**config.mk**
```make
export PLATFORM = sky130hd
export DESIGN_NAME = vec_norm_iter_flat
export DESIGN_NICKNAME = d
export VERILOG_FILES = /design/src/rtl/vec_norm_if.sv /design/src/rtl/vec_norm_iter.sv /design/src/flat_wrapper.sv
export SDC_FILE = /design/constraint.sdc
export NUM_CORES = 1
export LEC_CHECK = 0
export BUFFER_PORTS_ARGS = -buffer_cell sky130_fd_sc_hd__buf_4
export CORE_MARGIN = 1.5
export CORE_UTILIZATION = 45
export DETAILED_ROUTE_END_ITERATION = 7
export PLACE_DENSITY = 0.74
export SLEW_MARGIN = 10
export SYNTH_ARGS = -nofsm -noshare
export SYNTH_HDL_FRONTEND = slang
export SYNTH_SLANG_ARGS = --single-unit
```
**constraint.sdc**
```tcl
create_clock -name clk -period 4.78 [get_ports clk]
set_input_delay 0.478 -clock clk [delete_from_list [all_inputs] [get_ports clk]]
set_output_delay 0.478 -clock clk [all_outputs]
set_load 0.02 [all_outputs]
```
**src/rtl/vec_norm_if.sv**
```systemverilog
// Operand/result handshake bundle for the iterative vector-norm engine.
interface vec_norm_if #(
  parameter int W = 8
);
  logic         in_valid;
  logic         in_ready;
  logic         mode;
  logic [W-1:0] x;
  logic [W-1:0] y;
  logic [W-1:0] z;
  logic         out_valid;
  logic         out_ready;
  logic [W:0]   result;
  logic         busy;

  modport master (
    output in_valid, mode, x, y, z, out_ready,
    input  in_ready, out_valid, result, busy
  );

  modport slave (
    input  in_valid, mode, x, y, z, out_ready,
    output in_ready, out_valid, result, busy
  );
endinterface

```
**src/rtl/vec_norm_iter.sv**
```systemverilog
// Iterative integer Euclidean norm: shift-add squaring then restoring digit-by-digit sqrt.
// Optional VEC_NORM_ROUND_EN rounds the root to nearest instead of truncating.
module vec_norm_iter #(
  parameter int W = 8
) (
  input  logic        clk,
  input  logic        rst_n,
  vec_norm_if.slave   bus
);
  localparam int SW = 2*W + 2;
  localparam int CW = $clog2(W + 2);

  typedef enum logic [1:0] {
    IDLE = 2'd0,
    SQ   = 2'd1,
    SQRT = 2'd2,
    DONE = 2'd3
  } state_e;

  state_e        state_q;
  logic [W-1:0]  y_q;
  logic [W-1:0]  z_q;
  logic          mode_q;
  logic [SW-1:0] mcand_q;
  logic [W-1:0]  mplier_q;
  logic [SW-1:0] acc_q;
  logic [SW-1:0] rem_q;
  logic [W:0]    root_q;
  logic [CW-1:0] cnt_q;
  logic [1:0]    opnd_q;
  logic          in_ready_q;
  logic          out_valid_q;
  logic          busy_q;
  logic [W:0]    result_q;

  logic [SW-1:0] acc_d;
  logic [SW+1:0] rem_shift_s;
  logic [SW+1:0] trial_s;
  logic [SW+1:0] rem_d;
  logic          root_bit_s;
  logic [W:0]    root_d;
  logic [W:0]    result_d;
  logic [W-1:0]  next_opnd_s;
  logic          last_opnd_s;

  // Multiplier step, sqrt trial subtraction and operand sequencing.
  always_comb begin
    acc_d       = acc_q;
    rem_shift_s = {rem_q, acc_q[SW-1 -: 2]};
    trial_s     = {{(SW-W-1){1'b0}}, root_q, 2'b01};
    rem_d       = rem_shift_s;
    root_bit_s  = 1'b0;
    next_opnd_s = y_q;
    last_opnd_s = 1'b0;

    if (mplier_q[0]) begin
      acc_d = acc_q + mcand_q;
    end else begin
      acc_d = acc_q;
    end

    // The accumulator top pair feeds the remainder as acc_q shifts left in SQRT.
    if (rem_shift_s >= trial_s) begin
      rem_d      = rem_shift_s - trial_s;
      root_bit_s = 1'b1;
    end else begin
      rem_d      = rem_shift_s;
      root_bit_s = 1'b0;
    end
    root_d = {root_q[W-1:0], root_bit_s};

    if (opnd_q == 2'd0) begin
      next_opnd_s = y_q;
    end else begin
      next_opnd_s = z_q;
    end

    if (mode_q) begin
      last_opnd_s = (opnd_q == 2'd2);
    end else begin
      last_opnd_s = (opnd_q == 2'd1);
    end

`ifdef VEC_NORM_ROUND_EN
    if (rem_d > {{(SW-W){1'b0}}, root_d}) begin
      result_d = root_d + {{W{1'b0}}, 1'b1};
    end else begin
      result_d = root_d;
    end
`else
    result_d = root_d;
`endif
  end

  // Control FSM with all datapath registers and registered handshake outputs.
  always_ff @(posedge clk or negedge rst_n) begin
    if (!rst_n) begin
      state_q     <= IDLE;
      y_q         <= '0;
      z_q         <= '0;
      mode_q      <= 1'b0;
      mcand_q     <= '0;
      mplier_q    <= '0;
      acc_q       <= '0;
      rem_q       <= '0;
      root_q      <= '0;
      cnt_q       <= '0;
      opnd_q      <= 2'd0;
      in_ready_q  <= 1'b1;
      out_valid_q <= 1'b0;
      busy_q      <= 1'b0;
      result_q    <= '0;
    end else begin
      case (state_q)
        IDLE: begin
          if (bus.in_valid && in_ready_q) begin
            y_q        <= bus.y;
            z_q        <= bus.z;
            mode_q     <= bus.mode;
            mcand_q    <= {{(SW-W){1'b0}}, bus.x};
            mplier_q   <= bus.x;
            acc_q      <= '0;
            rem_q      <= '0;
            root_q     <= '0;
            cnt_q      <= '0;
            opnd_q     <= 2'd0;
            in_ready_q <= 1'b0;
            busy_q     <= 1'b1;
            state_q    <= SQ;
          end else begin
            state_q <= IDLE;
          end
        end
        SQ: begin
          acc_q    <= acc_d;
          mcand_q  <= mcand_q << 1;
          mplier_q <= mplier_q >> 1;
          if (cnt_q == CW'(W-1)) begin
            cnt_q <= '0;
            if (last_opnd_s) begin
              state_q <= SQRT;
            end else begin
              opnd_q   <= opnd_q + 2'd1;
              mcand_q  <= {{(SW-W){1'b0}}, next_opnd_s};
              mplier_q <= next_opnd_s;
            end
          end else begin
            cnt_q <= cnt_q + {{(CW-1){1'b0}}, 1'b1};
          end
        end
        SQRT: begin
          acc_q  <= acc_q << 2;
          rem_q  <= rem_d[SW-1:0];
          root_q <= root_d;
          if (cnt_q == CW'(W)) begin
            cnt_q       <= '0;
            result_q    <= result_d;
            out_valid_q <= 1'b1;
            state_q     <= DONE;
          end else begin
            cnt_q <= cnt_q + {{(CW-1){1'b0}}, 1'b1};
          end
        end
        DONE: begin
          if (bus.out_ready) begin
            out_valid_q <= 1'b0;
            in_ready_q  <= 1'b1;
            busy_q      <= 1'b0;
            state_q     <= IDLE;
          end else begin
            state_q <= DONE;
          end
        end
        default: begin
          out_valid_q <= 1'b0;
          in_ready_q  <= 1'b1;
          busy_q      <= 1'b0;
          state_q     <= IDLE;
        end
      endcase
    end
  end

  assign bus.in_ready  = in_ready_q;
  assign bus.out_valid = out_valid_q;
  assign bus.busy      = busy_q;
  assign bus.result    = result_q;
endmodule

```
**src/flat_wrapper.sv**
```systemverilog
// flat-port wrapper written by rule: the top's interface ports become plain ports
module vec_norm_iter_flat 
#(
  parameter int W = 8
)
  (clk, rst_n, bus_in_valid, bus_mode, bus_x, bus_y, bus_z, bus_out_ready, bus_in_ready, bus_out_valid, bus_result, bus_busy);
  vec_norm_if #(.W(W)) bus_i ();
  input  logic clk;
  input  logic rst_n;
  input wire logic [$bits(bus_i.in_valid)-1:0] bus_in_valid;
  input wire logic [$bits(bus_i.mode)-1:0] bus_mode;
  input wire logic [$bits(bus_i.x)-1:0] bus_x;
  input wire logic [$bits(bus_i.y)-1:0] bus_y;
  input wire logic [$bits(bus_i.z)-1:0] bus_z;
  input wire logic [$bits(bus_i.out_ready)-1:0] bus_out_ready;
  output wire logic [$bits(bus_i.in_ready)-1:0] bus_in_ready;
  output wire logic [$bits(bus_i.out_valid)-1:0] bus_out_valid;
  output wire logic [$bits(bus_i.result)-1:0] bus_result;
  output wire logic [$bits(bus_i.busy)-1:0] bus_busy;
  assign bus_i.in_valid = bus_in_valid;
  assign bus_i.mode = bus_mode;
  assign bus_i.x = bus_x;
  assign bus_i.y = bus_y;
  assign bus_i.z = bus_z;
  assign bus_i.out_ready = bus_out_ready;
  assign bus_in_ready = bus_i.in_ready;
  assign bus_out_valid = bus_i.out_valid;
  assign bus_result = bus_i.result;
  assign bus_busy = bus_i.busy;
  vec_norm_iter #(.W(W)) u_core (.clk(clk), .rst_n(rst_n), .bus(bus_i));
endmodule
```
# Yosys cells after proc, flatten, opt, wreduce, memory -nomap -nowiden
# Index checks and enable logic that the tools add are counted.
# classes
add_sub_neg	4
multipliers	0
div	0
order_cmp	1
n_eq_ne	14
shift	0
muxes	40
bitwise	0
reduce_logical	18
# ops
cell	count
$mux 18	6
$pmux 18 s2	2
$pmux 18 s3	1
$mux 8	4
$ge 20x11->1	1
$add 18x18->18	1
$pmux 9 s2	1
$sub 18x11->18	1
$pmux 8 s2	1
$mux 2	7
$mux 4	3
$pmux 4 s3	1
$reduce_and 3->1	4
$ne 2x1->1 const B	5
$reduce_and 2->1	5
$mux 9	1
$mux 1	8
$pmux 2 s4	1
$reduce_bool 2->1	4
$eq 2x2->1 const B	3
$pmux 1 s2	3
$add 4x1->4 const B	1
$eq 2x1->1 const B	2
$eq 4x3->1 const B	1
8 further kinds	10
# totals
ff_bits	108
latchBits	0
mem_bits_rw	0
romBits	0
inputBits	29
out_inout_bits	12
elab_cells	92
mem_count	0

# Longest topological paths before layout
# Gate-level depths: netlist (run 1).
# logic_depth
ltp_word	5
ltp_mapped	11
mapped_depth_nobuf	10

# Least setup slack after synthesis (run 1)
# Ideal clock, no wire load.
# synth_timing
kind	register -> register
start	register u_core.acc_q[0]
end	register u_core.acc_q[16]
setup_ps	145
arrival_ps	2230
t_required_ps	4635
slack_ps	2405
stages_incl_launch_ff	11
n_path_buf	0
period_less_slack_ps	2375
path_cell_list	dfrtp_1 -> ha_1 -> inv_1 -> fa_1 -> nor2b_1 -> o2111ai_1 -> a21boi_0 -> a2111oi_0 -> o31ai_1 -> xnor2_1 -> o221ai_1
# synth_via
elab_chain_cells	3
# synth_lines
element	line_no	text
start, declared	vec_norm_iter.sv:26	logic [SW-1:0] acc_q;
start signal, assigned	vec_norm_iter.sv:152	acc_q <= acc_q << 2;
$add 18x18->18	vec_norm_iter.sv:57	acc_d = acc_q + mcand_q;
$mux 18	vec_norm_iter.sv:56	if (mplier_q[0]) begin
$pmux 18 s3	vec_norm_iter.sv:114	case (state_q)
# Every way passes these cells. The select of a mux whose other input is x is not followed.
# A chain may end at the register's enable or synchronous reset.

# Worst setup path in the final report (run 1)
# layout_timing
start	register u_core.state_q[1]
end	register u_core.acc_q[8]
# layout_via
elab_chain_cells	3
word_cells_on_any_way	8
cone_classes	4 x eq/ne; 1 x mux; 3 x reduce/logical
# layout_lines
element	line_no	text
start, declared	vec_norm_iter.sv:20	state_e state_q;
start signal, assigned	vec_norm_iter.sv:98	state_q <= IDLE;
start signal, assigned	vec_norm_iter.sv:129	state_q <= SQ;
start signal, assigned	vec_norm_iter.sv:131	state_q <= IDLE;
$eq 2x1->1 (tied with other cells)	vec_norm_iter.sv:114	
$ne 2x1->1 (no source line) / $reduce_bool 3->1 (equally long branches)	--	
$reduce_and 3->1 (no source line)	--	
# Several ways; a longest one is shown, not always the timed one.

==> flow_summary.ini, run 1 <==
[outcome]
outcome = complete, no violations

[clock_network]
cts.sinks = 108
cts_hold_buf = 0
cts_buffers = 9
clkLatencyLatePin_ns = 0.35
cts_setup_buffers = 0
htree_levels = 3
cts_resized = 0
cts_tree = yes
clk_pin_slew_worst_paths_ns = 0.07
ctsRootBufferMaster = clkbuf_16
clk_path_buf_depth = 2

[synth]
synthesis.area_um2 = 6190
synthesis.nets = 738
yosys_register_bits = 108
yosys_warnings = 0
async_flop_share_pct = 100
synth_top_flop_cell = dfrtp_1
synth_area_leaders = dfrtp_1 43%, ha_1 7.1%, nand2_1 5.8%
syn_inst = 673
synth_edf_count = 0
synth_cell_types = 62
synth_top_area_share_pct = 43.3
yosysSeqAreaShare_pct = 43.7
yosysTopAreaCell = dfrtp_1
syn_area_per_cell_um2 = 9.20

[global_routing]
gr-total-overflow = 0
first_global_vias = 5046
antenna_found_initial = 0
track_usage_pct = 20.4
grt_pass1_wl_um = 23900
grt_max_degree = 67

[finish]
register_area_um2 = 2700
n_fill_cell = 1188
fin_nets = 759
n_antenna_cell = 0
multi_input_area_um2 = 3260
stdcell_area_um2 = 6900
drive_above_1_share_pct = 12.3
area_growth_pct = 11.5

[drt]
avgViaCountPerCell = 5.85
finalWirelength_um = 13900
wl_per_cell_um = 15.9
num_vias = 5120
drt_iter0_drc = 463
detail_route.drc_violations = 0
first_pass_iters = 5
ant_nets = 0

[placed_design]
place_congestion = 0.939
hpwl_um = 9700
io_buffers = 40
place_area_um2 = 6590

[sta]
relSlewSlack_pct = 20.1
fin_crit_ns = 3.03
rsz0062_at_grt = false
finalCritPeriodShare_pct = 63.5
max_freq_mhz = 330
worst_slew_pin_slew_ns = 1.20
hold_viol = 0
setup_violations = 0
drv_slew = 0
finClkSkew_ns = 0.00759
setup-tns-final_ns = 0

[floorplanning]
rows = 42
ios = 41
die_x_um = 120
die_area_um2 = 14500
core_area_um2 = 13300
die_h_um = 120
initial_core_util_pct = 46.4

[job]
drv_cap = 0

[critical_path]
rr_startpoint = u_core.state_q[1]
crit_type = reg -> reg
cp.required_ns = 5.04
cp_max_fo = 24
endpoint = u_core.acc_q[8]
end_kind = register
cp.arrival_ns = 3.29
worstSetupStartpointType = register
r2r_slack_ns = 1.75
reg2reg_to = u_core.acc_q[8]
worstRegToRegCells = 6
startpoint = u_core.state_q[1]

[min_path]
min_path_type = in -> async

[pwr]
max-vdd-ir-drop_mv = 0.383
powerDensity_nw_per_um2 = 736
power_leakage_nw = 3.04
fin_total_pwr_mw = 5.08
-- Yosys cell counts, drive strengths merged, types with 2 or more instances --
cell type	count
a21oi	36
or2	2
and3	6
buf	5
ha	35
a22oi	12
nand3	16
dfrtp	107
o31ai	6
inv	26
o21a	8
o21ai	64
or4	2
o221ai	2
xor2	12
o22ai	3
a32oi	4
o31a	4
o21bai	2
mux2i	11
o211ai	6
nor2	60
clkbuf	27
nand4	4
xnor2	16
o41ai	2
a211oi	9
a2111oi	2
nor3	7
a22o	11
nor3b	2
nand2b	5
a21boi	2
nand2	95
o221a	2
or3	3
a21o	5
and2	3
nor4	5
a31oi	16
mux2	18
-- report_power, final --
part	switching, mW	total (mW)	internal, mW
Sequential	0.275	1.54	1.26
Clock	0.328	0.764	0.435
Combinational	1.69	2.78	1.09
Total	2.29	5.08	2.79
-- metal layers --
metal / track usage (%) / wire length (um) / share of wire, %
met1: 25.4 / 6110 / 44
met2: 34.4 / 6850 / 49
met3: 4.01 / 565 / 4.1
met4: 8.97 / 360 / 2.6
met5: 0 / 0 / 0
-- layout make-up --
type / instances / area share, %
multi-input combinational: 507 / 47.2
sequential: 108 / 39.2
timing repair buffer: 42 / 4.57
clock buffer: 13 / 3.77
tap: 176 / 3.19
inverter: 26 / 1.41
clock inverter: 3 / 0.653
-- state kept, by name (all words and copies together) (netlist names), 4 cells and up --
name / cells
u_core.root_q: 9
u_core.z_q: 8
u_core.cnt_q: 4
u_core.mplier_q: 8
u_core.bus.result: 9
u_core.acc_q: 18
u_core.rem_q: 18
u_core.mcand_q: 18
u_core.y_q: 8
-- placed cells by master, fill, tap and decap left out, types with 4 or more instances in the layout --
cell / instances
nand2b_1: 5
a31oi_1: 16
buf_4: 42
a211oi_1: 8
a21o_1: 4
inv_1: 26
nor2_1: 60
nor3_1: 6
mux2_2: 18
nand3_1: 16
o21a_1: 8
nor4_1: 5
clkbuf_16: 9
mux2i_1: 11
a21oi_1: 36
xnor2_1: 16
a22o_1: 11
dfrtp_1: 107
a22oi_1: 12
o21ai_0: 60
o31ai_1: 6
nand4_1: 4
and3_1: 5
ha_1: 35
a32oi_1: 4
o211ai_1: 6
nand2_1: 95
xor2_1: 12
-- cells by family after synthesis --
kind of cell    share of synthesized area (%)
fa+ha+maj                                7.40
simple gates                             15.1
compound gates                           20.9
flops                                    43.7
xor+xnor                                 3.96
mux                                      5.05
buf+inv                                  3.88
-- per-stage QoR --
step | hold WS (ns) | worst slack [ns] | util, % | cells
after CTS | 0.249 | 1.78 | 51.7 | 875
after floorplan | 0.182 | 2.41 | - | 673
after global routing | 0.293 | 1.45 | 51.7 | 875
after detailed placement | 0.471 | 1.78 | 49.4 | 859
after global placement | 0.463 | 1.89 | 49.4 | 859
final | 0.216 | 1.75 | 51.7 | 875
-- worst max-delay path: stages (launching register included) --
cell and delay [ns]:
dfrtp_1 0.42, inv_1 0.09, ha_1 0.34, inv_1 0.63
o21a_1 0.62, nand3_1 0.50, o211ai_1 0.34
-- worst min-delay path by stage --
stage	from	endpoint	slack, ns
floorplan	rst_n	u_core.acc_q[0]	0.18
global placement	u_core.root_q[3]	u_core.root_q[3]	0.46
detailed placement	u_core.bus.result[7]	u_core.bus.result[7]	0.47
CTS	rst_n	u_core.rem_q[6]	0.25
global route	rst_n	u_core.bus.result[7]	0.29
finish	rst_n	u_core.bus.result[7]	0.22
(Power assumes the default switching activity.)
==> run 2: changes to the inputs <==
- PLACE_DENSITY: 0.74 -> 0.77
- clock period: 4.78 -> 2.55 ns (I/O delays scaled with it)
==> flow_summary.ini, run 2 (synthesis results as in run 1) <==
[outcome]
outcome = complete, no violations

[drt]
detail_route.drc_violations = 0
avgViaCountPerCell = 5.73
drt_iter0_drc = 297
wl_per_cell_um = 15.4
finalWirelength_um = 13800
first_pass_iters = 5
ant_nets = 0
num_vias = 5144

[job]
drv_cap = 0

[finish]
stdcell_area_um2 = 7150
final_common_cell = dfrtp_1
final_core_util_pct = 53.5
area_growth_pct = 15.4
n_fill_cell = 1219
n_antenna_cell = 0
fin_nets = 782
final_cell_mix = 107 x dfrtp_1, 95 x nand2_1, 63 x buf_4
drive_above_1_share_pct = 16.2
reg_top3 = u_core.acc_q (18), u_core.mcand_q (18), u_core.rem_q (18)

[critical_path]
worstSetupStartpointType = register
crit_type = reg -> reg
end_kind = register
cp.required_ns = 2.85
cp_max_fo = 3
cp.arrival_ns = 2.72

[sta]
finalCritPeriodShare_pct = 94.9
worst_slew_pin_slew_ns = 0.841
relSlewSlack_pct = 43.7
setup_violations = 0
hold_viol = 0
finClkSkew_ns = 0.00660
worst_hold_slack_ns = 0.123
drv_slew = 0
max_freq_mhz = 413
setup-tns-final_ns = 0
fin_crit_ns = 2.42

[pwr]
switching_power_mw = 4.33
powerDensity_nw_per_um2 = 1380
combPwrFrac_pct = 55.5
fin_total_pwr_mw = 9.87
seq_power_share_pct = 29.0
netSwitchingFraction_pct = 43.8
power_leakage_nw = 3.18
p_int_mw = 5.54
clockPowerShare_pct = 15.5
max-vdd-ir-drop_mv = 0.710

[global_routing]
grt_max_degree = 53
antenna_found_initial = 0
grt_pass1_wl_um = 23800
track_usage_pct = 20.2
first_global_vias = 5257
gr-total-overflow = 0

[placed_design]
hpwl_um = 9860
place_area_um2 = 6760
io_buffers = 40
place_congestion = 0.929

[clock_network]
cts_setup_buffers = 0
cts_tree = yes
htree_levels = 3
clkLatencyLatePin_ns = 0.36
cts_buffers = 9
clk_path_buf_depth = 2
ctsRootBufferMaster = clkbuf_16
cts.sinks = 108
clk_pin_slew_worst_paths_ns = 0.07

[floorplanning]
rows = 42
core_area_um2 = 13300
die_h_um = 120
die_area_um2 = 14500
die_x_um = 120
initial_core_util_pct = 46.4
ios = 41

[min_path]
min_path_type = in -> reg
## run 2: critical path, stage by stage (launching register included)
cell,delay [ns]
dfrtp_1,0.34
inv_1,0.07
ha_1,0.33
a211oi_2,0.23
nor3b_1,0.12
or4_1,0.44
o221a_1,0.28
or4_1,0.47
nand2_1,0.08
## run 2: layout make-up
cell class,count,area [um^2],area share [%]
tap,176,220,3.08
sequential,108,2700,37.8
multi-input combinational,507,3290,46.1
inverter,26,97.6,1.37
clock buffer,11,243,3.40
timing repair buffer,65,503,7.04
clock inverter,5,83.8,1.17
## run 2: final timing paths
| check | cells after the start | slack [ns] | startpoint | endpoint |
|---|---|---|---|---|
| min in group asynchronous | 2 | 0.40 | rst_n | u_core.rem_q[10] |
| min | 2 | 0.12 | bus_z[0] | u_core.z_q[0] |
| max reg2reg | 8 | 0.13 | u_core.root_q[3] | u_core.rem_q[10] |
| max in group asynchronous | 3 | 1.44 | rst_n | u_core.bus.in_ready |
| max | 8 | 0.13 | u_core.root_q[3] | u_core.rem_q[10] |
| min reg2reg | 2 | 0.48 | u_core.bus.result[4] | u_core.bus.result[4] |
## run 2: per-layer routing
layer  global-route usage, %  part of all wire (%)  vias to the layer above
met4                    8.97                   2.3                        0
met5                       0                     0                        -
met1                    23.2                    43                     2530
met2                    36.0                    51                       97
li1                        -                     -                     2493
met3                    4.58                   3.9                       24
## run 2: timing repair
item	4_1_cts	5_1_grt
endpoints found under the hold margin	37	0
endpoints found under the setup margin	1	19
hold buffers	1	0
pin swaps	0	3
gates resized for setup	1	12
## run 2: stage by stage
| step | cells | worst slack, ns |
|---|---|---|
| after floorplan | 673 | 0.175 |
| after global placement | 881 | 0.0578 |
| after detailed placement | 881 | -0.0404 |
| after CTS | 898 | 0.0208 |
| after global routing | 898 | -0.00502 |
| final | 898 | 0.130 |
## run 2: power by group through the flow
stage          Combinational, mW  Clock [mW]  Sequential [mW]
4_1_cts                     5.37        1.57             2.86
6_report                    5.48        1.53             2.86
3_5_place_dp                5.31           0             2.89
5_1_grt                     6.11        1.62             2.95
3_3_place_gp                5.15           0             2.84
2_1_floorplan               4.07           0             2.77
==> run 3: changes to the inputs <==
- CORE_ASPECT_RATIO: unset -> 0.7
==> flow_summary.ini, run 3 (synthesis results as in run 1) <==
[clock_network]
ctsRootBufferMaster = clkbuf_16
clk_pin_slew_worst_paths_ns = 0.08
cts_tree = yes
clk_path_buf_depth = 2
cts.sinks = 108
clkLatencyLatePin_ns = 0.36
htree_levels = 3
cts_buffers = 9

[floorplanning]
die_area_um2 = 14500
ios = 41
initial_core_util_pct = 46.6
core_area_um2 = 13300
rows = 35
die_h_um = 101
die_x_um = 143

[drt]
ant_nets = 0
avgViaCountPerCell = 5.73
num_vias = 5188
finalWirelength_um = 14300
first_pass_iters = 5
wl_per_cell_um = 15.8
detail_route.drc_violations = 0
drt_iter0_drc = 411

[critical_path]
cp.arrival_ns = 2.72
critPathTopFamily = simple AND/OR/NAND/NOR gates
crit_type = reg -> reg
cp_max_fo = 3
critPathBufInv = 1
worstSetupStartpointType = register
r2r_slack_ns = 0.13
crit_chain = inv_1, ha_1, a211oi_2, nor3b_1, or4_1, o221a_1, or4_1, nand2_1
slowest_delay_ns = 0.50
rr_startpoint = u_core.root_q[3]
critPathSlowestCell = or4_1
cp.required_ns = 2.84
worstRegToRegCells = 8
cp_num_cells = 8
critical_path.most_common_cell = or4_1
reg2reg_to = u_core.rem_q[10]
end_kind = register

[placed_design]
hpwl_um = 10400
place_inst = 887
place_congestion = 0.929
io_buffers = 40
dp_slack_ns = -0.0490
place_area_um2 = 6750

[job]
drv_cap = 0

[sta]
worst_slack_ns = 0.125
finClkSkew_ns = 0.00977
drv_slew = 0
hold_viol = 0
finalCritPeriodShare_pct = 95.1
setup_violations = 0
relSlewSlack_pct = 36.0
worst_slew_pin_slew_ns = 0.957
rsz0062_at_grt = false
max_freq_mhz = 412
fin_crit_ns = 2.42

[min_path]
min_from = bus_z[7]
hold_depth = 2
min_to = u_core.z_q[7]
min_path_type = in -> reg

[finish]
drive_above_1_share_pct = 16.1
final_common_cell = dfrtp_1
n_antenna_cell = 0
fin_nets = 780
layout.cells.non_filler = 905
final_cell_mix = 107 x dfrtp_1, 95 x nand2_1, 61 x buf_4
stdcell_area_um2 = 7130
reg_top3 = u_core.acc_q (18), u_core.mcand_q (18), u_core.rem_q (18)
area_growth_pct = 15.3

[global_routing]
grt_pass1_wl_um = 24600
track_usage_pct = 21.2
antenna_found_initial = 0
gr-total-overflow = 0
first_global_vias = 5119
grt_max_degree = 49

[pwr]
power_leakage_nw = 3.18
max-vdd-ir-drop_mv = 0.638
powerDensity_nw_per_um2 = 1390

[outcome]
outcome = complete, no violations
-- run 3: where the power goes --
part           internal, mW  total, mW  switching [mW]
clock network         0.799       1.51           0.711
logic                  2.26       5.55            3.28
registers              2.36       2.87           0.508
total                  5.43       9.93            4.50
-- run 3: area by class of cell --
type	instances	area, um^2
Timing Repair Buffer	63	488
Clock buffer	9	225
Multi-Input combinational cell	507	3290
Fill cell	1154	6130
Tap cell	185	231
Clock inverter	7	97.6
Inverter	26	97.6
Sequential cell	108	2700
-- run 3: per-layer routing --
metal	routed length, um	share of wire [%]	global-route usage (%)
met4	185	1.3	5.39
met5	0	0	0
met1	6720	47	28.6
met3	838	5.8	4.04
met2	6600	46	35.2
-- run 3: worst max-delay path by stage --
stage                                   to               from
after floorplan           u_core.acc_q[16]    u_core.acc_q[0]
after global placement    u_core.acc_q[16]    u_core.acc_q[0]
after global routing      u_core.rem_q[17]   u_core.acc_q[16]
after detailed placement  u_core.acc_q[16]  u_core.mcand_q[0]
final                     u_core.rem_q[10]   u_core.root_q[3]
after CTS                 u_core.acc_q[16]    u_core.acc_q[0]
-- run 3: timing repair --
item	4_1_cts	5_1_grt
hold buffers	1	0
pin swaps	0	1
gates resized for setup	1	12
hold endpoints to repair	36	0
gates cloned	0	0
endpoints found under the setup margin	1	21
setup buffers	0	1
-- run 3: through the flow --
| stage | setup TNS (ns) | power [mW] | hold WS [ns] | util [%] |
|---|---|---|---|---|
| finish | 0 | 9.93 | 0.119 | 53.8 |
| global route | 0 | 10.7 | 0.115 | 53.8 |
| CTS | 0 | 9.78 | 0.116 | 53.4 |
| detailed placement | -0.0490 | 8.23 | 0.266 | 50.9 |
| global placement | 0 | 7.99 | 0.262 | 50.9 |
| floorplan | 0 | 6.84 | -0.0406 | - |
